===== config.mk =====
export PLATFORM = sky130hd
export DESIGN_NAME = mem_port_arbiter
export DESIGN_NICKNAME = d
export VERILOG_FILES = /design/src/rtl/mem_port_arbiter.sv
export SDC_FILE = /design/constraint.sdc
export NUM_CORES = 1
export LEC_CHECK = 0
export BUFFER_PORTS_ARGS = -buffer_cell sky130_fd_sc_hd__buf_4
export CAP_MARGIN = 25
export CORE_AREA = 5 5 123 125
export CTS_BUF_LIST = sky130_fd_sc_hd__clkbuf_4 sky130_fd_sc_hd__clkbuf_8
export CTS_CLUSTER_SIZE = 16
export DETAILED_ROUTE_END_ITERATION = 6
export DIE_AREA = 0 0 128 130
export PLACE_DENSITY = 0.9
export SLEW_MARGIN = 20
export SYNTH_ARGS = -nofsm -noshare
export SYNTH_HDL_FRONTEND = slang
export SYNTH_SLANG_ARGS = --single-unit

===== constraint.sdc =====
create_clock -name clk -period 6.7 [get_ports clk]
set_clock_uncertainty 0.2 [all_clocks]
set_input_delay 1.34 -clock clk [delete_from_list [all_inputs] [get_ports clk]]
set_output_delay 1.34 -clock clk [all_outputs]
set_load 0.01 [all_outputs]

===== src/rtl/mem_port_arbiter.sv =====
// mem_port_arbiter: shares one single-port word memory between two picorv32-native requesters,
// one transaction in flight, byte-strobe writes done as read-modify-write.
module mem_port_arbiter #(
    parameter int ADDR_W     = 9,
    parameter bit PRIO_FIXED = 1'b0
) (
    input  logic              clk,
    input  logic              rst,
    input  logic              p0_valid,
    input  logic [31:0]       p0_addr,
    input  logic [31:0]       p0_wdata,
    input  logic [3:0]        p0_wstrb,
    output logic              p0_ready,
    output logic [31:0]       p0_rdata,
    input  logic              p1_valid,
    input  logic [31:0]       p1_addr,
    input  logic [31:0]       p1_wdata,
    input  logic [3:0]        p1_wstrb,
    output logic              p1_ready,
    output logic [31:0]       p1_rdata,
    output logic              mem_wen,
    output logic [ADDR_W-1:0] mem_addr,
    output logic [31:0]       mem_wdata,
    input  logic [31:0]       mem_rdata,
    output logic              busy
);
    typedef enum logic [2:0] {IDLE, ACCESS, CAPTURE, WRITE, RESP} state_t;
    state_t      state_q;
    logic        g_q, last_q;
    logic [31:0] wdata_q;
    logic [3:0]  wstrb_q;
    logic        g;
    logic [31:0] addr_s, wdata_s, merged;
    logic [3:0]  wstrb_s;
    logic        unused_addr;
    // a lone requester wins outright; ties go to port 0 or alternate
    assign g           = (p0_valid && p1_valid) ? (PRIO_FIXED ? 1'b0 : ~last_q) : ~p0_valid;
    assign addr_s      = g ? p1_addr : p0_addr;
    assign wdata_s     = g ? p1_wdata : p0_wdata;
    assign wstrb_s     = g ? p1_wstrb : p0_wstrb;
    assign unused_addr = ^{addr_s[31:ADDR_W+2], addr_s[1:0]};
    assign busy        = state_q != IDLE;
    always_comb begin
        merged = mem_rdata;
        for (int i = 0; i < 4; i++)
            merged[8*i +: 8] = wstrb_q[i] ? wdata_q[8*i +: 8] : mem_rdata[8*i +: 8];
    end
    always_ff @(posedge clk or posedge rst) begin
        if (rst) begin
            state_q   <= IDLE;
            g_q       <= 1'b0;
            last_q    <= 1'b1;
            wdata_q   <= '0;
            wstrb_q   <= '0;
            mem_wen   <= 1'b0;
            mem_addr  <= '0;
            mem_wdata <= '0;
            p0_ready  <= 1'b0;
            p1_ready  <= 1'b0;
            p0_rdata  <= '0;
            p1_rdata  <= '0;
        end else begin
            case (state_q)
                IDLE: if (p0_valid || p1_valid) begin
                    g_q      <= g;
                    last_q   <= g;
                    wdata_q  <= wdata_s;
                    wstrb_q  <= wstrb_s;
                    mem_addr <= addr_s[ADDR_W+1:2];
                    mem_wen  <= &wstrb_s;
                    if (&wstrb_s) mem_wdata <= wdata_s;
                    state_q  <= ACCESS;
                end
                ACCESS: begin
                    mem_wen <= 1'b0;
                    if (&wstrb_q) begin
                        p0_ready <= ~g_q;
                        p1_ready <= g_q;
                        state_q  <= RESP;
                    end else begin
                        state_q <= CAPTURE;
                    end
                end
                CAPTURE: if (wstrb_q == 4'h0) begin
                    if (g_q) p1_rdata <= mem_rdata;
                    else p0_rdata <= mem_rdata;
                    p0_ready <= ~g_q;
                    p1_ready <= g_q;
                    state_q  <= RESP;
                end else begin
                    mem_wdata <= merged;
                    mem_wen   <= 1'b1;
                    state_q   <= WRITE;
                end
                WRITE: begin
                    mem_wen  <= 1'b0;
                    p0_ready <= ~g_q;
                    p1_ready <= g_q;
                    state_q  <= RESP;
                end
                RESP: begin
                    p0_ready <= 1'b0;
                    p1_ready <= 1'b0;
                    state_q  <= IDLE;
                end
                default: state_q <= IDLE;
            endcase
        end
    end
endmodule


==> out/results.ini <==
[run_status]
outcome=finished clean

[floorplan]
die_x_um=128
initial_core_util_pct=48.9
die_h_um=130
dieArea_um2=16600
rows=43
core-area_um2=13800
ios=281

[synth]
syn_area_um2=6730
syn_nets=726
yosysSeqAreaShare_pct=55.4
syn_inst=554
synth_area_per_cell_um2=12.2
synth.distinct_cells=35
yosys_warnings=0
yosys_register_bits=149

[power_and_ir_drop]
p_seq_share_pct=39.4
share_comb_of_total_power_pct=41.5
power.density_nw_per_um2=445
p_int_uw=2590
clkPwrFrac_pct=19.0
peakVddDrop_uv=261
p_leak_uw=0.00431
power.switching_uw=1450
sw_frac_of_total_pct=35.9

[final_layout]
layout.cells.most_common=buf_4
antenna_cells=0
synthToLayoutAreaGrowth_pct=35.1
nNetsFinal=947
fin_cells=968
layout-drive-gt1-share_pct=48.2
final_cell_mix=buf_4 (238), dfrtp_1 (148), mux2_2 (97)

[clock_tree]
clkSinkCount=149
cts_hold_buf=0
clk_latency_ns=0.44
h-tree-depth=4
post_cts_buffers=0
cts.repair.resized=0
cts_root_buf=clkbuf_8
cts_tree=built
path_clk_slew_ns=0.08
numCtsBuffers=17
clockBufferDepth=2

[place]
hpwl_um=12500
place_congestion=0.814
placed_cells=934
portBuffers=234

[setup_path]
critPathLaunchType=primary input
worst-endpoint-required_ns=6.82
cp-end-kind=flop
path_class=in -> reg
worstPathArrival_ns=3.49
cp_max_fo=34

[timing]
tightest_slew_ns=0.913
fmax_mhz=297
fin_setup_tns_ns=0
rsz0062_at_grt=no
final-max-slew-violation-count=0
fin_crit_ns=3.37
maxSlewHeadroom_pct=39.1
fin_crit_sh_pct=50.3
hold_viol=0
finalSetupViolations=0

[worst_hold_path]
hold_path_class=reg -> reg

[detailed_routing]
antenna_left=0
wl_um=17900
firstDrtPassIters=4
route.detailed.drc=0
routedWlPerCell_um=18.5
vias=5204
avgViaCountPerCell=5.38
drtIter0Drc=318

[grt]
grt_pass1_vias=5437
grt_pass1_wl_um=28300
grt_start_max_net_pins=103
antenna_found_initial=0
overflow=0
grt_usage_pct=21.7

[run]
maxCapViolCount=0

==> cell families (layout without fill, tap and decap cells) <==
| kind of cell | Yosys count | count (layout) | synth area share [%] |
|---|---|---|---|
| flops | 149 | 149 | 55.4 |
| compound gates | 119 | 119 | 10.4 |
| buf+inv | 43 | 277 | 3.49 |
| simple gates | 99 | 99 | 7.45 |
| mux | 144 | 144 | 23.2 |
==> cell usage after synthesis (all sizes together) <==
master | instances | area, um^2
a32o | 1 | 10.0
mux2i | 46 | 460
inv | 4 | 15.0
nand4 | 2 | 12.5
a211oi | 32 | 240
and2 | 2 | 12.5
a21oi | 78 | 390
nand2 | 3 | 11.3
nor2b | 32 | 200
nand3 | 1 | 5.00
dfrtp | 148 | 3700
or2 | 1 | 6.26
o21ai | 2 | 10.0
nand2b | 1 | 6.26
a41o | 1 | 10.0
o32ai | 1 | 8.76
nor2 | 51 | 194
clkbuf | 9 | 33.8
a211o | 2 | 17.5
nor3 | 1 | 5.00
and3 | 2 | 12.5
nor4 | 2 | 27.5
dfstp | 1 | 26.3
nor4b | 1 | 8.76
mux2 | 98 | 1100
a21o | 1 | 7.51
buf | 30 | 186
o2bb2ai | 1 | 8.76
==> layout make-up <==
class | count | area (um^2)
Sequential cell | 149 | 3730
Tap cell | 180 | 225
Multi-Input combinational cell | 362 | 2820
Clock buffer | 20 | 269
Inverter | 4 | 20.0
Clock inverter | 12 | 175
Timing Repair Buffer | 241 | 1860
Fill cell | 1076 | 4670
==> sequential cells by signal (all words and copies together) (netlist names) <==
register / count
g_q: 1
last_q: 1
mem_addr: 9
mem_wdata: 32
mem_wen: 1
p0_rdata: 32
p0_ready: 1
p1_rdata: 32
p1_ready: 1
state_q: 3
wdata_q: 32
wstrb_q: 4
==> per-stage QoR <==
stage	total power [uW]	worst slack [ns]	instance area [um^2]	hold WS, ns	utilization, %
floorplan	2540	1.15	6730	0.296	-
global placement	3200	2.92	8580	0.270	62.3
detailed placement	3300	2.87	8610	0.280	62.5
global route	4310	3.25	9100	0.326	66.1
finish	4050	3.33	9100	0.291	66.1
CTS	4080	3.35	9050	0.298	65.7
==> worst paths after layout <==
kind,slack (ns),end,from,cells past startpoint
max,3.33,mem_wdata[31],p1_valid,7
min,0.29,p0_rdata[31],p0_rdata[31],1
max reg2reg,3.84,p0_rdata[30],wstrb_q[3],5
min reg2reg,0.29,p0_rdata[31],p0_rdata[31],1
max in group asynchronous,4.23,mem_addr[5],rst,3
min in group asynchronous,0.88,mem_wdata[22],rst,2
==> power groups by stage <==
stage	logic [uW]	clock network, uW	registers (uW)
floorplan	918	0	1620
global placement	1620	0	1570
detailed placement	1700	0	1610
CTS	1700	784	1590
global route	1830	830	1650
finish	1680	771	1590
==> worst max-delay path, cell delays in order <==
cell	delay, ns
buf_4	0.09
inv_1	0.06
o21ai_4	0.55
buf_4	0.63
mux2i_1	0.39
a21oi_1	0.11
mux2_2	0.29
==> per-layer routing <==
layer  global-route usage (%)  up-vias  part of all wire, %
met1                     25.6     2557                   40
met4                     6.93        0                  1.9
met5                        0        -                    0
li1                         -     2432                    -
met3                     7.08       30                  7.5
met2                     37.7      185                   51
Note: power is estimated with default switching activity, not from simulation.
